`src/rtl/pwm_cfg_ctrl.sv`:
```
// rtl/pwm_cfg_ctrl.sv - SPI frame decoder driving PWM enable and duty configuration (optional PWM_CFG_RAMP_EN duty ramp)
module pwm_cfg_ctrl #(
    parameter logic [7:0] DUTY_RESET = 8'h00
) (
    input  logic        clk,
    input  logic        rst_n,
    input  logic        frame_valid,
    input  logic [15:0] frame_data,
    input  logic        period_start,
    output logic [7:0]  en_reg_out_7_0,
    output logic [7:0]  en_reg_out_15_8,
    output logic [7:0]  en_reg_pwm_7_0,
    output logic [7:0]  en_reg_pwm_15_8,
    output logic [7:0]  pwm_duty_cycle,
    output logic        duty_pending,
    output logic [3:0]  err_cnt
);

`ifdef PWM_CFG_RAMP_EN
    typedef enum logic [1:0] {
        ST_IDLE  = 2'd0,
        ST_ARMED = 2'd1,
        ST_RAMP  = 2'd2
    } state_t;
`else
    typedef enum logic [1:0] {
        ST_IDLE  = 2'd0,
        ST_ARMED = 2'd1
    } state_t;
`endif

    localparam logic [6:0] ADDR_OUT_LO = 7'h00;
    localparam logic [6:0] ADDR_OUT_HI = 7'h01;
    localparam logic [6:0] ADDR_PWM_LO = 7'h02;
    localparam logic [6:0] ADDR_PWM_HI = 7'h03;
    localparam logic [6:0] ADDR_DUTY   = 7'h04;

    // Frame fields
    logic       wr_frame;
    logic [6:0] frame_addr;
    logic [7:0] frame_byte;
    logic       duty_wr;
    logic       bad_wr;

    // Enable registers
    logic [7:0] out_lo_q, out_lo_d;
    logic [7:0] out_hi_q, out_hi_d;
    logic [7:0] pwm_lo_q, pwm_lo_d;
    logic [7:0] pwm_hi_q, pwm_hi_d;

    // Error counter
    logic [3:0] err_cnt_q, err_cnt_d;

    // Duty path
    state_t     state_q, state_d;
    logic [7:0] shadow_q, shadow_d;
    logic [7:0] target_q, target_d;
    logic [7:0] active_q, active_d;

`ifdef PWM_CFG_RAMP_EN
    logic [7:0] step_val;
`endif

    assign wr_frame   = frame_valid & frame_data[15];
    assign frame_addr = frame_data[14:8];
    assign frame_byte = frame_data[7:0];
    assign duty_wr    = wr_frame & (frame_addr == ADDR_DUTY);
    assign bad_wr     = wr_frame & (frame_addr > ADDR_DUTY);

    // Enable register and error counter next-state: writes land on the next edge
    always_comb begin
        out_lo_d  = out_lo_q;
        out_hi_d  = out_hi_q;
        pwm_lo_d  = pwm_lo_q;
        pwm_hi_d  = pwm_hi_q;
        err_cnt_d = err_cnt_q;
        if (wr_frame) begin
            case (frame_addr)
                ADDR_OUT_LO: out_lo_d = frame_byte;
                ADDR_OUT_HI: out_hi_d = frame_byte;
                ADDR_PWM_LO: pwm_lo_d = frame_byte;
                ADDR_PWM_HI: pwm_hi_d = frame_byte;
                default:     out_lo_d = out_lo_q;
            endcase
        end
        if (bad_wr && (err_cnt_q != 4'hF)) begin
            err_cnt_d = err_cnt_q + 4'd1;
        end
    end

    // Enable registers and error counter
    always_ff @(posedge clk or negedge rst_n) begin
        if (!rst_n) begin
            out_lo_q  <= 8'h00;
            out_hi_q  <= 8'h00;
            pwm_lo_q  <= 8'h00;
            pwm_hi_q  <= 8'h00;
            err_cnt_q <= 4'h0;
        end else begin
            out_lo_q  <= out_lo_d;
            out_hi_q  <= out_hi_d;
            pwm_lo_q  <= pwm_lo_d;
            pwm_hi_q  <= pwm_hi_d;
            err_cnt_q <= err_cnt_d;
        end
    end

    // Duty FSM next-state: a duty write always wins over a coincident period_start,
    // so a commit only ever happens on a period_start after the accepting cycle
    always_comb begin
        state_d  = state_q;
        shadow_d = shadow_q;
        target_d = target_q;
        active_d = active_q;
`ifdef PWM_CFG_RAMP_EN
        step_val = active_q;
`endif
        if (duty_wr) begin
            shadow_d = frame_byte;
            state_d  = ST_ARMED;
        end else begin
            case (state_q)
                ST_ARMED: begin
                    if (period_start) begin
                        target_d = shadow_q;
`ifdef PWM_CFG_RAMP_EN
                        state_d  = (active_q == shadow_q) ? ST_IDLE : ST_RAMP;
`else
                        active_d = shadow_q;
                        state_d  = ST_IDLE;
`endif
                    end
                end
`ifdef PWM_CFG_RAMP_EN
                ST_RAMP: begin
                    if (period_start) begin
                        // Guards on the rails keep the step from wrapping
                        if ((active_q < target_q) && (active_q != 8'hFF)) begin
                            step_val = active_q + 8'd1;
                        end else if ((active_q > target_q) && (active_q != 8'h00)) begin
                            step_val = active_q - 8'd1;
                        end else begin
                            step_val = active_q;
                        end
                        active_d = step_val;
                        if (step_val == target_q) begin
                            state_d = ST_IDLE;
                        end
                    end
                end
`endif
                ST_IDLE: begin
                    state_d = ST_IDLE;
                end
                default: begin
                    state_d = ST_IDLE;
                end
            endcase
        end
    end

    // Duty FSM state and duty registers; reset discards any armed commit or ramp
    always_ff @(posedge clk or negedge rst_n) begin
        if (!rst_n) begin
            state_q  <= ST_IDLE;
            shadow_q <= DUTY_RESET;
            target_q <= DUTY_RESET;
            active_q <= DUTY_RESET;
        end else begin
            state_q  <= state_d;
            shadow_q <= shadow_d;
            target_q <= target_d;
            active_q <= active_d;
        end
    end

    assign en_reg_out_7_0  = out_lo_q;
    assign en_reg_out_15_8 = out_hi_q;
    assign en_reg_pwm_7_0  = pwm_lo_q;
    assign en_reg_pwm_15_8 = pwm_hi_q;
    assign pwm_duty_cycle  = active_q;
    assign duty_pending    = (state_q != ST_IDLE);
    assign err_cnt         = err_cnt_q;

endmodule

```
`config.mk`:
```
export PLATFORM = sky130hd
export DESIGN_NAME = pwm_cfg_ctrl
export DESIGN_NICKNAME = d
export VERILOG_FILES = /design/src/rtl/pwm_cfg_ctrl.sv
export SDC_FILE = /design/constraint.sdc
export NUM_CORES = 1
export LEC_CHECK = 0
export CAP_MARGIN = 10
export CORE_ASPECT_RATIO = 1.4
export CORE_UTILIZATION = 41
export DETAILED_ROUTE_END_ITERATION = 10
export PLACE_DENSITY = 0.75
export SLEW_MARGIN = 30
export SYNTH_ARGS = -nofsm -noshare
export SYNTH_HDL_FRONTEND = slang
export SYNTH_SLANG_ARGS = --single-unit
```
`constraint.sdc`:
```
create_clock -name clk -period 1.7 [get_ports clk]
set_input_delay 0.255 -clock clk [delete_from_list [all_inputs] [get_ports clk]]
set_output_delay 0.255 -clock clk [all_outputs]
set_load 0.005 [all_outputs]
```
==> flow_summary.json <==
{
  "dieArea_um2": 5350,
  "gp_congestion": 0.771,
  "synth_seq_cells": 53,
  "muxShareOfSynthArea_pct": 26.6,
  "ys_warn_count": 0,
  "hold_viol_final": 0,
  "portBuffers": 64,
  "numCtsBuffers": 5,
  "synth-simple-area-share_pct": 6.04,
  "placed_cells": 269,
  "synth-compound-area-share_pct": 0.845,
  "final.setup.worst_slack_ns": -0.0172,
  "p_seq_share_pct": 56.3,
  "synth_fp_nets": 147,
  "drtAntennaViolNets": 0,
  "hold_ws_ns": 0.490,
  "final_cell_mix": "clkdlybuf4s50_1 (56), dfrtp_1 (52), mux2_2 (37), buf_4 (17), mux2_4 (12)",
  "hold_class": "input pin to asynchronous set/reset pin",
  "antenna_found_initial": 0,
  "cts-root-buf": "clkbuf_8",
  "rsz0062_at_grt": "true",
  "drive_gt1_share_pct": 40.4,
  "use_met2_pct": 34.3,
  "multi_input_area_um2": 800,
  "core_um2": 4840,
  "fin_cells": 282,
  "fin_crit_ns": 1.72,
  "cts_tree": "done",
  "hpwl_mm": 3.57,
  "grt_usage_pct": 20.2,
  "crit_path_end_kind": "flip-flop",
  "synth_cell_types": 20,
  "postSynthAreaPerCell_um2": 16.4,
  "num_rows": 30,
  "num-nets-final": 238,
  "design_area_um2": 3120,
  "yosysSeqAreaShare_pct": 64.0,
  "final_common_cell": "clkdlybuf4s50_1",
  "synthCells": 126,
  "total_power_mw": 2.56,
  "p_leak_nw": 1.46,
  "filler_cell_count": 342,
  "critical_path.startpoint_type": "input pin",
  "via_per_inst": 4.84,
  "first_pass_iters": 4,
  "synth_fa_ha_area_share_pct": 0.604,
  "routedWlPerCell_um": 16.8,
  "pre_cts_slack_ns": -0.772,
  "max-slew-margin-rel_pct": 66.4,
  "die_x_um": 62.1,
  "synth-xor-area-share_pct": 1.27,
  "fin_skew_ns": 0.00441,
  "first_iter_violations": 17,
  "h-tree-depth": 2,
  "seq_area_um2": 1330,
  "setup-tns-final_ns": -0.0665,
  "irDropWorstVdd_mv": 0.654,
  "powerDensity_nw_per_um2": 822,
  "first_global_vias": 1502,
  "start_util_pct": 42.8,
  "vias": 1366,
  "max_freq_mhz": 582,
  "worstPathArrival_ns": 1.90,
  "grt.overflow.total": 0,
  "post_dp_cell_area_um2": 2950,
  "post-route-period-util_pct": 101,
  "tightestPinTransition_ns": 0.504,
  "diodes": 0,
  "grt_pass1_wl_mm": 7.76,
  "io_pins": 65,
  "synth_top_family_by_area": "multiplexers",
  "outcome": "finished, violations left",
  "power_frac_comb_pct": 17.3,
  "p_switching_mw": 0.621,
  "cts.sinks": 53,
  "cp.required_ns": 1.89,
  "swShare_pct": 24.2,
  "final_core_util_pct": 64.3,
  "critical_path_class": "input pin to flip-flop",
  "die_h_um": 86.1,
  "worst-path-max-fanout": 4,
  "setup_viol": 6,
  "grt_max_degree": 33,
  "use_met3_pct": 5.13,
  "clkTransAtPathRegs_ns": 0.09,
  "drv_cap": 0,
  "drc": 0,
  "clkPwrFrac_pct": 26.5,
  "syn-cell-area_um2": 2070,
  "violations": "setup timing",
  "clkLatencyLatePin_ns": 0.30,
  "p_int_mw": 1.94,
  "busiest_layer": "met2",
  "use_met1_pct": 24.5,
  "clk_path_buf_depth": 2,
  "maxSlewViolCount": 0,
  "area_growth_pct": 50.4,
  "wirelength_mm": 4.72
}
==> path summary, 6_finish.rpt <==
check                                                end  cells past startpoint  slack, ns                   start
hold / removal             en_reg_pwm_7_0[3]$_DFFE_PN0P_                      2       0.49                   rst_n
min in group clk                  err_cnt[3]$_DFFE_PN0P_                      1       0.51  err_cnt[3]$_DFFE_PN0P_
setup reg to reg                  err_cnt[1]$_DFFE_PN0P_                      5       0.09  err_cnt[0]$_DFFE_PN0P_
max in group asynchronous         err_cnt[0]$_DFFE_PN0P_                      3       0.66                   rst_n
setup / recovery           en_reg_pwm_7_0[5]$_DFFE_PN0P_                      6      -0.02          frame_data[14]
hold reg to reg                   err_cnt[3]$_DFFE_PN0P_                      1       0.51  err_cnt[3]$_DFFE_PN0P_
==> cell type report <==
type	instances	area share [%]
repair buffers	86	26.3
inverters	1	0.120
flip-flops and latches	53	42.6
clock buffers	7	2.45
well taps	64	2.57
clock inverters	1	0.241
multi-input cells	70	25.7
==> flip-flops by register name, summed over array words and instances, names as in the netlist <==
register / flops
pwm_duty_cycle: 8
state_q: 1
en_reg_out_15_8: 8
err_cnt: 4
shadow_q: 8
en_reg_pwm_7_0: 8
en_reg_out_7_0: 8
en_reg_pwm_15_8: 8
==> power groups by stage <==
stage          Clock [mW]  Sequential, mW  Combinational [mW]
2_1_floorplan           0            1.45               0.122
3_3_place_gp            0            1.45               0.415
3_5_place_dp            0            1.46               0.436
4_1_cts             0.699            1.44               0.447
5_1_grt             0.756            1.46               0.483
6_report            0.678            1.44               0.443
==> kinds of logic after synthesis <==
kind of cell,Yosys count
fa+ha+maj,1
flops,53
mux,49
simple gates,14
compound gates,3
buf+inv,3
xor+xnor,3
==> routing by layer <==
metal | part of all wire, % | vias to the layer above
met4 | 0.47 | 0
met2 | 56 | 42
met3 | 4.8 | 2
li1 | - | 630
met1 | 39 | 692
met5 | 0 | -
==> cells in the mapped netlist (all sizes together) <==
cell type  count  area (um2)
dfrtp         53        1330
mux2          49         552
nand2          3        11.3
nor3b          3        45.1
and3           2        12.5
nand4          2        12.5
o21ai          2        10.0
xnor2          2        17.5
a211oi         1        7.51
buf            1        5.00
clkbuf         1        3.75
ha             1        12.5
inv            1        3.75
nor2           1        6.26
nor3           1        16.3
nor4           1        12.5
or3b           1        8.76
xor2           1        8.76
==> worst max-delay path: stages <==
cell	delay (ns)
buf_6	0.10
nor4_4	0.28
or3b_4	0.47
nor3b_4	0.34
buf_6	0.17
mux2_4	0.29
==> repair_timing <==
item / 4_1_cts / 5_1_grt
hold buffers: 1 / 0
pin swaps: 4 / 1
endpoints found under the setup margin: 40 / 9
resized for setup: 31 / 2
hold endpoints to repair: 21 / 0
setup buffers: 4 / 0
gates cloned: 0 / 0
Power figures use the tool's default switching activity.
